--- config.mk ---
export PLATFORM = sky130hd
export DESIGN_NAME = fb_scanout
export DESIGN_NICKNAME = d
export VERILOG_FILES = /design/src/rtl/fb_pkg.sv /design/src/rtl/fb_scanout_fifo.sv /design/src/rtl/fb_scanout.sv
export SDC_FILE = /design/constraint.sdc
export NUM_CORES = 2
export LEC_CHECK = 0
export CORE_AREA = 2 2 391 393
export DETAILED_ROUTE_END_ITERATION = 8
export DIE_AREA = 0 0 393 395
export GPL_TIMING_DRIVEN = 0
export PLACE_DENSITY = 0.75
export SLEW_MARGIN = 10
export SYNTH_ARGS = -nofsm -noshare
export SYNTH_HDL_FRONTEND = slang
export SYNTH_SLANG_ARGS = --single-unit
export TNS_END_PERCENT = 1
--- constraint.sdc ---
create_clock -name clk -period 3.21 [get_ports clk]
set_clock_uncertainty 0.1 [all_clocks]
set_input_delay 0.321 -clock clk [delete_from_list [all_inputs] [get_ports clk]]
set_output_delay 0.321 -clock clk [all_outputs]
set_load 0.05 [all_outputs]
--- src/rtl/fb_pkg.sv ---
// Shared constants, AXI encodings and types for the frame-buffer scan-out engine.
package fb_pkg;

    localparam int unsigned FB_H_RES      = 400;
    localparam int unsigned FB_V_RES      = 300;
    localparam int unsigned FB_WORDS      = FB_H_RES * FB_V_RES;
    localparam int unsigned FB_BURST_LEN  = 16;
    localparam int unsigned FB_FIFO_DEPTH = 64;

    localparam logic [2:0] AXI_SIZE_4B    = 3'b010;
    localparam logic [1:0] AXI_BURST_INCR = 2'b01;
    localparam logic [1:0] AXI_RESP_OKAY  = 2'b00;

    typedef enum logic [1:0] {
        IDLE,
        ADDR,
        DATA
    } rd_state_e;

    // AXI read-address payload as presented on the AR channel
    typedef struct packed {
        logic [3:0]  id;
        logic [31:0] addr;
        logic [7:0]  len;
        logic [2:0]  size;
        logic [1:0]  burst;
    } axi_ar_t;

endpackage

--- src/rtl/fb_scanout_fifo.sv ---
// Synchronous first-word-fall-through FIFO; head word is visible on pop_data
// whenever count is non-zero.
module fb_scanout_fifo #(
    parameter int unsigned WIDTH = 32,
    parameter int unsigned DEPTH = 64
) (
    input  logic                       clk,
    input  logic                       rst,
    input  logic                       push,
    input  logic [WIDTH-1:0]           push_data,
    input  logic                       pop,
    output logic [WIDTH-1:0]           pop_data,
    output logic [$clog2(DEPTH+1)-1:0] count
);

    localparam int unsigned AW = $clog2(DEPTH);
    localparam int unsigned CW = $clog2(DEPTH + 1);

    logic [WIDTH-1:0] mem [DEPTH];
    logic [AW-1:0]    wr_ptr;
    logic [AW-1:0]    rd_ptr;

    always_ff @(posedge clk) begin
        if (rst) begin
            wr_ptr <= '0;
            rd_ptr <= '0;
            count  <= '0;
        end else begin
            if (push) wr_ptr <= wr_ptr + AW'(1);
            if (pop)  rd_ptr <= rd_ptr + AW'(1);
            case ({push, pop})
                2'b10:   count <= count + CW'(1);
                2'b01:   count <= count - CW'(1);
                default: count <= count;
            endcase
        end
    end

    // Storage carries no reset; only pointers and count define contents
    always_ff @(posedge clk) begin
        if (push) mem[wr_ptr] <= push_data;
    end

    assign pop_data = mem[rd_ptr];

endmodule

--- src/rtl/fb_scanout.sv ---
// Frame-buffer scan-out: AXI4 INCR-burst read master feeding a credit-managed
// pixel FIFO, emitting a raster-ordered pixel stream with SOF/EOL markers.
module fb_scanout
    import fb_pkg::*;
#(
    parameter logic [31:0] FB_BASE    = 32'h0000_0000,
    parameter int unsigned H_RES      = FB_H_RES,
    parameter int unsigned V_RES      = FB_V_RES,
    parameter int unsigned BURST_LEN  = FB_BURST_LEN,
    parameter int unsigned FIFO_DEPTH = FB_FIFO_DEPTH,
    parameter logic [3:0]  AXI_ID     = 4'h0
) (
    input  logic        clk,
    input  logic        rst,
    input  logic        enable,
    output logic        ar_valid,
    input  logic        ar_ready,
    output logic [31:0] ar_addr,
    output logic [3:0]  ar_id,
    output logic [7:0]  ar_len,
    output logic [2:0]  ar_size,
    output logic [1:0]  ar_burst,
    input  logic        r_valid,
    output logic        r_ready,
    input  logic [31:0] r_data,
    input  logic [3:0]  r_id,
    input  logic [1:0]  r_resp,
    input  logic        r_last,
    output logic        pix_valid,
    input  logic        pix_ready,
    output logic [31:0] pix_data,
    output logic        pix_sof,
    output logic        pix_eol,
    output logic        frame_done,
    output logic        rd_err
);

    localparam int unsigned WORDS = H_RES * V_RES;
    localparam int unsigned WIW   = $clog2(WORDS) + 1;
    localparam int unsigned BW    = $clog2(BURST_LEN);
    localparam int unsigned RW    = $clog2(BURST_LEN + 1);
    localparam int unsigned CW    = $clog2(FIFO_DEPTH + 1);
    localparam int unsigned XW    = $clog2(H_RES);
    localparam int unsigned YW    = $clog2(V_RES);

    if ((WORDS % BURST_LEN) != 0) begin : g_bad_geometry
        $error("fb_scanout: H_RES*V_RES must be a multiple of BURST_LEN");
    end
    if (FIFO_DEPTH < 2 * BURST_LEN || (FIFO_DEPTH & (FIFO_DEPTH - 1)) != 0) begin : g_bad_depth
        $error("fb_scanout: FIFO_DEPTH must be a power of 2 and >= 2*BURST_LEN");
    end

    rd_state_e        state;
    rd_state_e        state_nxt;
    logic [WIW-1:0]   word_idx;
    logic [BW-1:0]    beat_cnt;
    logic [RW-1:0]    reserved;
    logic [XW-1:0]    x;
    logic [YW-1:0]    y;
    logic [CW-1:0]    fifo_count;
    logic [31:0]      fifo_head;
    logic [CW:0]      free_credits;
    logic             ar_valid_c;
    logic             ar_hs;
    logic             push;
    logic             pop;
    logic             final_beat;
    logic             last_beat;
    logic [WIW-1:0]   word_next;
    logic             wrap;
    logic             x_last;
    logic             y_last;
    axi_ar_t          ar_c;
    logic             unused_ok;

    assign unused_ok = ^r_id;

    // Credits: FIFO slots neither occupied nor promised to the burst in flight
    assign free_credits = (CW+1)'(FIFO_DEPTH) - (CW+1)'(fifo_count) - (CW+1)'(reserved);
    assign ar_valid_c   = (state == ADDR) && (free_credits >= (CW+1)'(BURST_LEN));
    assign ar_hs        = ar_valid_c && ar_ready;
    assign push         = (state == DATA) && r_valid;
    assign final_beat   = (beat_cnt == BW'(BURST_LEN - 1));
    assign last_beat    = push && (final_beat || r_last);
    assign word_next    = word_idx + WIW'(BURST_LEN);
    assign wrap         = (word_next == WIW'(WORDS));
    assign pop          = pix_valid && pix_ready;
    assign x_last       = (x == XW'(H_RES - 1));
    assign y_last       = (y == YW'(V_RES - 1));

    always_ff @(posedge clk) begin
        if (rst) begin
            state <= IDLE;
        end else begin
            state <= state_nxt;
        end
    end

    // Read FSM: once a frame has started it always finishes; enable is only
    // consulted at frame boundaries
    always_comb begin
        state_nxt = state;
        case (state)
            IDLE: if (enable)   state_nxt = ADDR;
            ADDR: if (ar_hs)    state_nxt = DATA;
            DATA: if (last_beat) state_nxt = (wrap && !enable) ? IDLE : ADDR;
            default:            state_nxt = IDLE;
        endcase
    end

    always_ff @(posedge clk) begin
        if (rst) begin
            word_idx <= '0;
            beat_cnt <= '0;
            reserved <= '0;
            rd_err   <= 1'b0;
        end else begin
            if (state == IDLE) begin
                word_idx <= '0;
            end else if (last_beat) begin
                word_idx <= wrap ? '0 : word_next;
            end
            if (push) beat_cnt <= last_beat ? '0 : beat_cnt + BW'(1);
            // An early r_last releases whatever reservation is left
            if (ar_hs) begin
                reserved <= RW'(BURST_LEN);
            end else if (last_beat) begin
                reserved <= '0;
            end else if (push) begin
                reserved <= reserved - RW'(1);
            end
            if (push && ((r_resp != AXI_RESP_OKAY) || (r_last != final_beat))) rd_err <= 1'b1;
        end
    end

    fb_scanout_fifo #(
        .WIDTH (32),
        .DEPTH (FIFO_DEPTH)
    ) u_fifo (
        .clk       (clk),
        .rst       (rst),
        .push      (push),
        .push_data (r_data),
        .pop       (pop),
        .pop_data  (fifo_head),
        .count     (fifo_count)
    );

    // Raster position of the pixel at the FIFO head
    always_ff @(posedge clk) begin
        if (rst) begin
            x          <= '0;
            y          <= '0;
            frame_done <= 1'b0;
        end else begin
            frame_done <= pop && x_last && y_last;
            if (pop) begin
                x <= x_last ? '0 : x + XW'(1);
                if (x_last) y <= y_last ? '0 : y + YW'(1);
            end
        end
    end

    always_comb begin
        ar_c       = '0;
        ar_c.id    = AXI_ID;
        ar_c.len   = 8'(BURST_LEN - 1);
        ar_c.size  = AXI_SIZE_4B;
        ar_c.burst = AXI_BURST_INCR;
        if (ar_valid_c) ar_c.addr = FB_BASE + (32'(word_idx) << 2);
    end

    assign ar_valid  = ar_valid_c;
    assign ar_addr   = ar_c.addr;
    assign ar_id     = ar_c.id;
    assign ar_len    = ar_c.len;
    assign ar_size   = ar_c.size;
    assign ar_burst  = ar_c.burst;
    assign r_ready   = (state == DATA);
    assign pix_valid = (fifo_count != '0);
    assign pix_data  = pix_valid ? fifo_head : 32'h0;
    assign pix_sof   = pix_valid && (x == '0) && (y == '0);
    assign pix_eol   = pix_valid && x_last;

endmodule
# Word-level counts from Yosys, hierarchy flattened

Memories as Yosys holds them, arrays and structs flattened. A register that Yosys moved wholly into a read port is not among the register bits.
Cells that the tools add are included.

Bits in latches: 0
Register bits: 68
Memories kept: 1
Memory bits (writable): 2048
Word-level logic and storage cells: 82
Output and inout port bits: 88
ROM bits: 0
Bits of input ports: 45

Memory list:

| memory     | words | bits a word | rd ports | clocked after memory_dff | wr ports | line                  | source |
|---|---|---|---|---|---|---|---|
| u_fifo.mem | 64    | 32          | 1        | 1                        | 1        | fb_scanout_fifo.sv:19 | `logic [WIDTH-1:0] mem [DEPTH];` |

Magnitude comparators: 1
Eq/ne operators: 12
Muxes and demuxes: 19
Divide/modulo/power cells: 0
Shift-type cells: 0
Reduce and logical (&&, ||, !) cells: 26
Add/sub/neg operators: 11
Multiply operators: 0
Bitwise gates (word level): 0

Operator list:

| cell                                                   | number |
|---|---|
| 2-to-1 mux 32 bit                                      | 1 |
| 2-to-1 mux 20 bit                                      | 1 |
| adder 18 x 5 -> 18 bit (second input constant)         | 1 |
| adder 9 x 1 -> 9 bit (second input constant)           | 2 |
| equality test 18 x 17 -> 1 bit (second input constant) | 1 |
| equality test 9 bit (second input constant)            | 2 |
| zero test 9 bit                                        | 2 |
| 2-to-1 mux 18 bit                                      | 1 |
| 2-to-1 mux 9 bit                                       | 2 |
| 2-to-1 mux 5 bit                                       | 3 |
| case mux 7 bit (2 select lines)                        | 1 |
| adder 6 x 1 -> 6 bit (second input constant)           | 2 |
| logical AND 1 bit                                      | 12 |
| 2-to-1 mux 6 bit                                       | 2 |
| >= comparator 8 x 5 -> 1 bit (second input constant)   | 1 |
| subtractor 7 x 7 -> 8 bit (first input constant)       | 1 |
| subtractor 8 x 5 -> 8 bit                              | 1 |
| adder 7 x 1 -> 7 bit (second input constant)           | 1 |
| nonzero test 7 bit                                     | 1 |
| subtractor 7 x 1 -> 7 bit (second input constant)      | 1 |
| 2-to-1 mux 2 bit                                       | 3 |
| case mux 2 bit (3 select lines)                        | 1 |
| subtractor 5 x 1 -> 5 bit (second input constant)      | 1 |
| adder 4 x 1 -> 4 bit (second input constant)           | 1 |
| other kinds (17)                                       | 24 |

# Longest topological paths before layout

Depth in word-level cells: 7
Depth in mapped cells: 13
Depth with buffers taken out: 12

# Cells and area by module

Synthesis repeated with hierarchy kept, for this count alone.

Cells, all modules: 3867
Area total of the unflattened synthesis: 82359.0 um^2

By module, submodules not included:

| module          | times used | cells an instance | area an instance (um^2) |
|---|---|---|---|
| fb_scanout_fifo | 1          | 3448              | 79025.8 |
| fb_scanout      | 1          | 419               | 3333.2 |

# Worst setup path after synthesis

OpenSTA, ideal clock, no wires.

Path kind: register to register
From: register state[1]
To: memory u_fifo.mem[60][0] (enable)
Cell stages (with the launch flop): 7
Arrival time: 3576 ps
Period minus slack after synthesis: 4097 ps
Slack: -887 ps
Buffers on the path: 2
Setup time: 421 ps
Cell sequence: dfxtp_1 nor2b_1 and2_1 buf_2 buf_1 nand3_1 nor2_1

Word-level cells in the longest chain between the ends: 4

RTL lines:

| what                                   | line                  | source |
|---|---|---|
| start, declared                        | fb_scanout.sv:53      | `rd_state_e state;` |
| start signal, assigned                 | fb_scanout.sv:95      | `state <= state_nxt;` |
| equality test 2 bit                    | -                     |  |
| net r_ready                            | fb_scanout.sv:24      | `output logic r_ready,` |
| logical AND 1 bit                      | fb_scanout.sv:82      | `assign push = (state == DATA) && r_valid;` |
| 2-to-1 mux 1 bit                       | fb_scanout_fifo.sv:41 | `if (push) mem[wr_ptr] <= push_data;` |
| 2-to-1 mux 1 bit (implied by the code) | fb_scanout_fifo.sv:41 |  |
| end, declared                          | fb_scanout_fifo.sv:19 |  |

The timed path passes the listed nets, and every way through them passes these cells.

==> results.toml <==
[timing]
hold_violations = 0
rsz0062_at_grt = "yes"
period_needed_ns = 4.14
fin_crit_sh_pct = 129
finalSetupTns_ns = -170.66
report.final.slew_viol_count = 0
worst_pin_slew_ns = 1.16
layout_setup_ws_ns = -0.928
fmax_ghz = 0.242
setup_viol = 788
slew_headroom_pct = 22.9

[synth]
syn_area_per_cell_um2 = 21.9
synth_warnings = 0
synth_edf_count = 2048
synth_area_mm2 = 0.0824
ys_ff_latch = 2118
yosysSeqAreaShare_pct = 76.3
synthArstFlopShare_pct = 0
synth_ff_type = "edfxtp_1"
syn_inst = 3760
yosys.cell_types.count = 65

[power_and_ir_drop]
ir_worst_vdd_v = 0.00106
p_leak_nw = 30.8
p_per_area_mw_per_mm2 = 681

[global_route]
grt_pass1_vias = 44600
grt_pass1_wl_mm = 365
grt.total_usage_pct = 35.1
grt_max_degree = 65
gr-total-overflow = 0
antenna_found_initial = 4

[floorplan]
ios = 133
initial_utilization_pct = 54.5
die_w_um = 393
die_y_um = 395
fp-row-count = 143
core_mm2 = 0.151
die_area_mm2 = 0.155

[critical_path]
critPathMaxFanout = 10
end_kind = "primary output"
arrival_ns = 3.72
crit_path_start_kind = "flop"
cp.required_ns = 2.79
reg2reg_slack_ns = -0.47
crit_type = "flop to primary output"

[finish]
area_delta_synth_final_pct = 20.4
fill_cells = 9133
design_area_mm2 = 0.0993
final_nets = 4397
drive_gt1_share_pct = 35.0

[placement]
numPortBuffers = 93
place_area_mm2 = 0.0898
gp_congestion = 0.879
dp_hpwl_mm = 169

[routing]
drc = 0
wl_per_cell_um = 41.6
viasPerCell = 7.18
routed_wl_mm = 271
drt_first_pass_iters = 7
postRouteAntennaNets = 0
vias = 46800
drt-initial-drc-count = 9105

[cts]
path_clk_slew_ns = 0.06
cts_buffer_depth = 3
cts_tree = "yes"
h-tree-depth = 4
clock-sinks = 2118
clock_latency_ns = 0.83
cts_buffers = 199
cts_root_buffer = "clkbuf_16"

[status]
status = "finished with violations"
violations = "negative setup slack"

[min_path]
hp-class = "input pin to flop"

[run]
drv_cap = 0
[power by group]
part	switching, mW	leakage [nW]	internal (mW)
logic	8.82	8.80	5.24
clock network	10.3	3.02	12.7
registers	0.123	19.0	30.4
total	19.3	30.8	48.3
[routing by layer]
metal	vias up	part of all wire, %	global-route usage [%]	routed length (um)
met3	1028	17	12.4	45200
met5	-	0.097	0	264
li1	16900	-	-	-
met2	5004	45	51.5	121000
met4	8	7.3	21.0	19700
met1	23900	31	45.4	84900
[synthesized netlist by cell type (6+ instances only)]
cell type / count / area, um^2
xor2_1: 24 / 210
nor4_1: 6 / 37.5
nor3_1: 25 / 125
xnor2_1: 13 / 114
nor2b_1: 37 / 231
clkbuf_1: 56 / 210
nor2_1: 149 / 559
a221oi_1: 10 / 87.6
dfxtp_1: 70 / 1400
o22ai_1: 17 / 106
or3_1: 7 / 43.8
buf_2: 67 / 335
buf_4: 78 / 586
a211oi_1: 38 / 285
o211ai_1: 9 / 67.6
buf_1: 16 / 60.1
a22o_1: 7 / 61.3
a21oi_1: 58 / 290
mux4_2: 570 / 12800
mux2_2: 11 / 124
a22oi_1: 40 / 300
and3_1: 8 / 50.1
nand4_1: 19 / 119
nand2b_1: 7 / 43.8
mux2i_1: 88 / 881
nand3_1: 36 / 180
inv_1: 30 / 113
buf_6: 12 / 135
edfxtp_1: 2048 / 61500
and2_1: 21 / 131
o21ai_0: 24 / 120
nand2_1: 72 / 270
ha_1: 27 / 338
[through the flow]
step / power [mW] / hold WS [ns] / cells / setup WS, ns / utilization (%)
3_3_place_gp: 42.1 / 0.361 / 5916 / -3.20 / 57.0
3_5_place_dp: 42.2 / 0.373 / 6073 / -2.39 / 59.4
6_report: 67.6 / 0.102 / 6522 / -0.928 / 65.6
2_1_floorplan: 37.9 / 0.313 / 3793 / -0.274 / -
5_1_grt: 68.9 / 0.111 / 6516 / -0.914 / 65.6
4_1_cts: 66.3 / 0.0654 / 6499 / -0.803 / 65.3
[cells by family after synthesis]
group,synth area share (%)
AND/OR/NAND/NOR,2.39
XOR/XNOR,0.393
flip-flops,76.3
other,0.00911
buffers and inverters,1.76
multiplexers,16.8
adder cells (fa/ha/maj),0.458
AO/OA/AOI/OAI,1.89
[area by class of cell]
| class | count | area (um^2) | area share, % |
|---|---|---|---|
| antenna | 6 | 15.0 | 0.0151 |
| timing repair buffer | 333 | 4980 | 5.02 |
| sequential | 2118 | 62900 | 63.4 |
| clock inverter | 113 | 926 | 0.933 |
| multi-input combinational | 1412 | 19600 | 19.8 |
| tap | 2030 | 2540 | 2.56 |
| buffer | 225 | 2860 | 2.88 |
| inverter | 34 | 133 | 0.134 |
| clock buffer | 251 | 5260 | 5.30 |
[final timing paths]
path | cells after the start | end | start
setup / recovery | 7 | pix_data[23] | flop
hold / removal | 2 | reserved[1] | ar_ready
setup reg to reg | 9 | u_fifo.mem[0][3] | state[1]
hold reg to reg | 2 | beat_cnt[1] | beat_cnt[1]
[layout by cell type, fill, tap and decap left out, types with 23 or more instances in the layout]
master / instances
buf_16: 51
clkbuf_1: 64
a211oi_1: 26
nand3_1: 31
mux2i_1: 59
buf_4: 106
buf_12: 173
dlygate4sd3_1: 31
dfxtp_1: 60
a21oi_1: 50
inv_1: 26
xor2_1: 24
ha_1: 23
clkbuf_16: 202
nor2_1: 70
nor2_4: 72
clkinv_2: 30
a22oi_1: 33
clkinv_1: 53
buf_8: 30
edfxtp_1: 2048
nor2b_1: 35
nand2_1: 61
buf_2: 40
mux4_2: 570
buf_6: 51
conb_1: 35
[critical path, stage by stage (launching register included)]
cell and delay (ns):
dfxtp_1 0.32, buf_4 0.21, clkbuf_2 0.48, mux4_2 0.48, mux4_2 0.62, o311ai_4 0.44
nor2_4 0.15, buf_8 0.18
[sequential cells by signal, indices dropped and copies added (netlist names), 5 cells and up, named ones only]
signal         cells
u_fifo.mem      2048
word_idx          14
reserved           5
u_fifo.wr_ptr      6
x                  9
y                  9
u_fifo.rd_ptr      6
u_fifo.count       7
[timing repair]
action / CTS / global route
gates resized for setup: 850 / 110
pin swaps: 32 / 36
gates cloned: 3 / 1
hold endpoints to repair: 1291 / 0
endpoints found under the setup margin: 1151 / 1156
setup buffers: 32 / 16
hold buffers: 31 / 0
Note: power is estimated with default switching activity, not from simulation.
